## src/rtl/if_id_buffer.sv

```systemverilog
// ============================================================================
// if_id_buffer : two-entry fetch/decode skid FIFO tagging illegal fetch PCs
// Revision     : 1.0
// ============================================================================
`default_nettype none

module if_id_buffer (
    input  logic        clk,
    input  logic        reset,
    input  logic [31:0] pc_in,
    input  logic [31:0] instr_in,
    input  logic        in_valid,
    output logic        in_ready,
    input  logic        out_ready,
    input  logic        flush,
    output logic        out_valid,
    output logic [31:0] instr_out,
    output logic [31:0] pc4_out,
    output logic [31:0] pc8_out,
    output logic        adel_out,
    output logic [1:0]  count
);

    localparam logic [31:0] c_im_lo = 32'h0000_3000;
    localparam logic [31:0] c_im_hi = 32'h0000_6FFC;

    logic [31:0] pc_q    [2];
    logic [31:0] instr_q [2];
    logic        adel_q  [2];

    logic        wptr_q,  wptr_d;
    logic        rptr_q,  rptr_d;
    logic [1:0]  count_q, count_d;

    logic        push;
    logic        pop;
    logic        adel_in;
    logic [31:0] head_pc;

    assign in_ready  = (count_q < 2'd2);
    assign out_valid = (count_q != 2'd0);
    assign count     = count_q;

    assign push    = in_valid && in_ready && !flush;
    assign pop     = out_valid && out_ready && !flush;
    assign adel_in = (pc_in[1:0] != 2'b00) || (pc_in < c_im_lo) || (pc_in > c_im_hi);

    always_comb begin
        wptr_d  = wptr_q;
        rptr_d  = rptr_q;
        count_d = count_q;
        if (flush) begin
            wptr_d  = 1'b0;
            rptr_d  = 1'b0;
            count_d = 2'd0;
        end else begin
            if (push) wptr_d = ~wptr_q;
            if (pop)  rptr_d = ~rptr_q;
            if (push && !pop)      count_d = count_q + 2'd1;
            else if (pop && !push) count_d = count_q - 2'd1;
        end
    end

    always_ff @(posedge clk or posedge reset) begin
        if (reset) begin
            wptr_q     <= 1'b0;
            rptr_q     <= 1'b0;
            count_q    <= 2'd0;
            pc_q[0]    <= 32'd0;
            pc_q[1]    <= 32'd0;
            instr_q[0] <= 32'd0;
            instr_q[1] <= 32'd0;
            adel_q[0]  <= 1'b0;
            adel_q[1]  <= 1'b0;
        end else begin
            wptr_q  <= wptr_d;
            rptr_q  <= rptr_d;
            count_q <= count_d;
            if (push) begin
                // An illegal fetch is stored as a nop but keeps its PC for the exception path
                pc_q[wptr_q]    <= pc_in;
                instr_q[wptr_q] <= adel_in ? 32'd0 : instr_in;
                adel_q[wptr_q]  <= adel_in;
            end
        end
    end

    assign head_pc   = pc_q[rptr_q];
    assign instr_out = out_valid ? instr_q[rptr_q]   : 32'd0;
    assign pc4_out   = out_valid ? head_pc + 32'd4   : 32'd0;
    assign pc8_out   = out_valid ? head_pc + 32'd8   : 32'd0;
    assign adel_out  = out_valid ? adel_q[rptr_q]    : 1'b0;

endmodule

`default_nettype wire

```

## config.mk

```make
export PLATFORM = sky130hd
export DESIGN_NAME = if_id_buffer
export DESIGN_NICKNAME = d
export VERILOG_FILES = /design/src/rtl/if_id_buffer.sv
export SDC_FILE = /design/constraint.sdc
export NUM_CORES = 1
export LEC_CHECK = 0
export CORE_ASPECT_RATIO = 0.7
export CORE_MARGIN = 2
export CORE_UTILIZATION = 42
export DETAILED_ROUTE_END_ITERATION = 12
export GPL_ROUTABILITY_DRIVEN = 0
export PLACE_DENSITY = 0.68
export SLEW_MARGIN = 20
export SYNTH_ARGS = -nofsm -noshare
export SYNTH_HDL_FRONTEND = slang
export SYNTH_SLANG_ARGS = --single-unit
```

## constraint.sdc

```tcl
create_clock -name clk -period 11.35 [get_ports clk]
set_input_delay 2.27 -clock clk [delete_from_list [all_inputs] [get_ports clk]]
set_output_delay 2.27 -clock clk [all_outputs]
set_load 0.01 [all_outputs]
```

# After elaboration in Yosys (flattened, before gate mapping)
# Cells that the tools add are included.
[totals]
latch_bits = 0
wordCells = 68
mem_bits_rw = 0
inputBits = 69
mem_count = 0
regBits = 134
out_inout_bits = 101
romBits = 0
[classes]
muxes = 28
bitwise_logic = 4
n_reduce_logical = 17
mul = 0
shift = 0
n_lt_le_gt_ge = 6
eq_ne = 0
div_mod_pow = 0
n_addsub = 4
[op_table]
columns = ["operator", "n"]
rows = [
  ["$mux 32", 11],
  ["$bwmux 64", 2],
  ["$add 32x3->32 const B", 1],
  ["$add 32x4->32 const B", 1],
  ["$demux 32 s1", 1],
  ["$gt 32x15->1 const B", 1],
  ["$lt 32x14->1 const B", 1],
  ["$mux 1", 9],
  ["$reduce_bool 2->1", 4],
  ["$logic_and 1x1->1", 7],
  ["$mux 2", 3],
  ["$ge 2x2->1 const B", 2],
  ["$not 1->2", 2],
  ["$logic_not 1->1", 3],
  ["$reduce_bool 3->1", 1],
  ["$add 2x1->2 const B", 1],
  ["$bwmux 2", 1],
  ["$logic_or 1x1->1", 2],
  ["$lt 2x1->1 const B", 1],
  ["$lt 2x2->1 const B", 1],
  ["$not 1->1", 2],
  ["$sub 2x1->2 const B", 1],
  ["$demux 1 s1", 1],
]

# Depth between registers and ports, before layout
[logic_depth]
word_depth = 8
ltp_mapped = 10
ltp_nobuf = 8

# Worst setup path after synthesis
# OpenSTA, ideal clock, no wires.
[synth_path]
kind = "register -> output"
startpoint = "register rptr_q"
endpoint = "output port pc4_out[19]"
required_time_ps = 9080
slack_ps = 6744
stages_incl_launch_ff = 11
arrival_time_ps = 2336
n_path_buf = 3
cell_sequence = "dfrtp_1 -> buf_6 -> buf_6 -> buf_2 -> mux2_2 -> ha_1 -> nand4_1 -> nand2_1 -> nand4_2 -> or3_1 -> a21oi_1"
[synth_between]
elab_chain_len = 6
[synth_lines]
columns = ["element", "line", "text"]
rows = [
  ["start, declared", "32", "logic rptr_q, rptr_d;"],
  ["start signal, assigned", "77", "rptr_q <= rptr_d;"],
  ["$not 1->2 (implied by the code)", "88", "assign head_pc = pc_q[rptr_q];"],
  ["$mux 32 (implied by the code) (3 in series)", "88", ""],
  ["$add 32x3->32", "90", "assign pc4_out = out_valid ? head_pc + 32'd4 : 32'd0;"],
  ["$mux 32", "90", ""],
  ["end, declared", "18", "output logic [31:0] pc4_out,"],
]
# Every way passes these cells. The select of a mux whose other input is x is not followed.

# Worst setup path in the final report
[layout_path]
startpoint = "register rptr_q"
endpoint = "output port pc4_out[25]"
# Same word-level chain as after synthesis.

==> results.md <==
- Run status: complete, no violations
- RSZ-0062 raised after global routing: false
- Num rows: 41
- M1 GR Usage: 33.10%
- WS Path Type: reg -> out
- Drt wl/cell: 17.26 um
- Post-DRT Antenna Nets: 0
- CTS tree: built
- Post-CTS setup buffers: 0
- Starting DRT DRC Count: 439
- Chip height: 117.9 um
- Period Utilization, post-route: 61.27%
- Worst hold path type: reg -> reg
- Proportion of synthesized area in mux cells: 21.19%
- Pint: 1.052 mW
- Worst-Margin Slew: 0.9577 ns
- Nets@finish: 1,019
- Post-DP HPWL: 14,330 um
- CTS resizes: 0
- Final-report max-slew violation count: 0
- Combinational share of power: 26.8%
- CP startpoint: rptr_q$_DFFE_PP0P_
- Via Count: 6,378
- Clock Tree Root: clkbuf_16
- Largest family of logic cells by synthesized area: simple AND/OR/NAND/NOR gates
- Cell-by-cell trace of the critical path: buf_4 > mux2_2 > ha_1 > nand4_1 > a21oi_2 > nand3_1 > nor3_2 > mux2i_1 > clkdlybuf4s50_1
- Mapped Cells: 803
- Clock Latency Late Sink: 0.42 ns
- Post-Syn Nets: 874
- Initial Util: 43.00%
- Placed cells: 1,164
- Met2 global-route usage: 29.86%
- DIE WIDTH: 166.8 um
- Worst-path maximum fanout: 75
- CTS Buf Count: 17
- Crit path required time: 9.08 ns
- Critical path's slowest cell: dfrtp_4
- Mapped Area: 7787 um^2
- Design Area, Final: 10,180 um^2
- Max_cap viols: 0
- Drt first pass iters: 5
- P_leak: 3.913 nW
- Worst reg2reg path startpoint: count[1]$_DFFE_PP0P_
- Synth Area in Compound Gates: 8.049%
- Cell variety after synth: 50
- YS warnings: 0
- DRT Wirelength: 20,660 um
- Largest net degree at the start of global routing: 99
- Number of synthesized register bits: 134
- Post-Synth Adder-Cell Area: 0.3213%
- Fmax achieved: 143.8 MHz
- Crit path max-delay family: buffers and inverters
- Slew headroom: 36.09%
- Die Footprint: 19,660 um^2
- Initial antenna violation count: 0
- Final min period: 6.954 ns
- Placeable Area: 18,110 um^2
- Clock buffer depth: 2
- Clock transition at path regs: 0.06 ns
- Setup TNS: 0 ns
- Xor/xnor cell area share of the yosys netlist: 2.362%
- Share of cells above drive strength 1: 15.92%
- Sw Share: 33.00%
- Synth-to-layout area growth: 30.70%
- Sequential Power Share: 40.0%
- Antenna Cells: 0
- WP buf/inv: 2
- Gr busiest metal: met1
- Non-Filler Instances: 1,197
- Post-layout worst setup margin: 4.396 ns
- Worst Setup Start Kind: flop
- Sw Pwr: 0.5183 mW
- IO buf count: 169
- Max incr delay on CP: 0.86 ns
- Pwr dens: 154.3 nW/um^2
- Post-route DRC: 0
- Vias/cell: 5.328
- Clock power frac: 33.2%
- GR Util met3: 5.683%
- Vias in the first global route: 6,257
- CTS HTree Levels: 4
- Fin. Hold Viols: 0
- First-pass GRT wire length: 33,350 um
- WHS: 0.4776 ns
- Hold-fix buffers, CTS: 0
- Worst slack, placed: 4.877 ns
- Crit path capture type: output pin
- Placed Instance Area: 9588 um^2
- Max IR drop VDD: 82.43 uV
- Post-Synth Simple-Gate Area: 21.58%
- # IOs: 170
- Seq/Total Area, Yosys: 43.06%
- GRT Residual Overflow: 0
- # clock sinks: 134
- Overall Global Routing Usage: 21.45%
- Final Setup Violations: 0
- Post-Syn Area per Cell: 9.698 um^2
- Worst Skew: 0.006170 ns
- Min-delay src: instr_q[27]$_DFFE_PP0P_
- Critical Path AT: 4.68 ns
-- power by group through the flow --
| stage | Combinational, mW | Sequential (mW) | Clock (mW) |
|---|---|---|---|
| after floorplan | 0.279 | 0.604 | 0 |
| after global placement | 0.416 | 0.634 | 0 |
| after detailed placement | 0.420 | 0.635 | 0 |
| after CTS | 0.421 | 0.627 | 0.532 |
| after global routing | 0.456 | 0.640 | 0.555 |
| final | 0.421 | 0.629 | 0.521 |
-- worst min-delay path: cells and delay by family, from the launching register on --
family	cells	cell delay (ns)
AND/OR/NAND/NOR	1	0.04
AO/OA/AOI/OAI	1	0.05
flip-flops	1	0.34
-- worst paths after layout --
kind / end / slack [ns] / cells past startpoint
worst min-delay path: instr_q[27]$_DFFE_PP0P_ / 0.48 / 2
worst min register to register: instr_q[27]$_DFFE_PP0P_ / 0.48 / 2
worst max register to register: pc_q[55]$_DFFE_PP0P_ / 9.25 / 4
max in group asynchronous: rptr_q$_DFFE_PP0P_ / 7.80 / 3
min in group asynchronous: count[1]$_DFFE_PP0P_ / 2.29 / 2
worst max-delay path: pc4_out[25] / 4.40 / 9
-- cell usage after synthesis, drive strengths merged --
cell | count | area share (%)
nand2 | 148 | 7.2
dfrtp | 134 | 43
mux2 | 79 | 11
mux2i | 76 | 9.8
nor2 | 76 | 3.7
o21ai | 72 | 4.7
nand3 | 37 | 2.7
buf | 25 | 2.1
clkbuf | 23 | 1.1
nand3b | 16 | 2.3
nor3 | 14 | 1.1
xnor2 | 14 | 1.6
nand2b | 13 | 1.0
a22oi | 10 | 1.6
nand4 | 10 | 0.96
a21oi | 7 | 0.50
xor2 | 7 | 0.79
nor4 | 6 | 0.64
inv | 5 | 0.24
a221oi | 4 | 0.67
and2 | 3 | 0.24
nand4b | 3 | 0.34
or3 | 3 | 0.24
and3 | 2 | 0.16
ha | 2 | 0.32
nor2b | 2 | 0.16
nor4b | 2 | 0.39
o21a | 2 | 0.19
or2 | 2 | 0.16
a21o | 1 | 0.096
a311oi | 1 | 0.11
a31oi | 1 | 0.080
and3b | 1 | 0.11
nor3b | 1 | 0.096
o221a | 1 | 0.14
-- layer usage --
layer,vias to the layer above,part of all wire (%)
met3,13,6.4
met4,0,0.85
met5,-,0
met2,190,42
li1,3091,-
met1,3084,51
-- stage by stage --
step / total power [mW] / util (%)
2_1_floorplan: 0.8837 / -
3_3_place_gp: 1.050 / 52.95
3_5_place_dp: 1.055 / 52.95
4_1_cts: 1.580 / 56.03
5_1_grt: 1.651 / 56.21
6_report: 1.571 / 56.21
-- layout by cell type (no fill, tap or decap), drive strengths merged, types with 3 or more instances in the layout --
| cell type | n |
|---|---|
| a21oi | 7 |
| mux2 | 79 |
| nand2b | 13 |
| clkinvlp | 4 |
| nor2 | 76 |
| and2 | 3 |
| clkdlybuf4s50 | 169 |
| nand3b | 16 |
| buf | 5 |
| nand3 | 37 |
| nand4b | 3 |
| nand2 | 148 |
| or3 | 3 |
| xnor2 | 14 |
| nor3 | 14 |
| xor2 | 7 |
| mux2i | 76 |
| clkinv | 3 |
| nand4 | 10 |
| inv | 13 |
| a221oi | 4 |
| clkbuf | 17 |
| dfrtp | 134 |
| a22oi | 10 |
| nor4 | 6 |
| o21ai | 72 |
-- logic make-up after synthesis --
kind of cell	Yosys count
flip-flops	134
adder cells (fa/ha/maj)	2
AND/OR/NAND/NOR	339
AO/OA/AOI/OAI	99
buffers and inverters	53
multiplexers	155
XOR/XNOR	21
-- flip-flops by register name, summed over array words and instances, names as in the netlist --
signal and count:
rptr_q 1, pc_q 64, instr_q 64, count 2
wptr_q 1, adel_q 2
-- area by class of cell --
| class | instances | area [um^2] |
|---|---|---|
| Timing Repair Buffer | 174 | 1745 |
| Multi-Input combinational cell | 616 | 4202 |
| Tap cell | 236 | 295.3 |
| Clock buffer | 17 | 425.4 |
| Fill cell | 1625 | 7930 |
| Inverter | 5 | 21.27 |
| Clock inverter | 15 | 132.6 |
| Sequential cell | 134 | 3357 |
(Power assumes the default switching activity.)
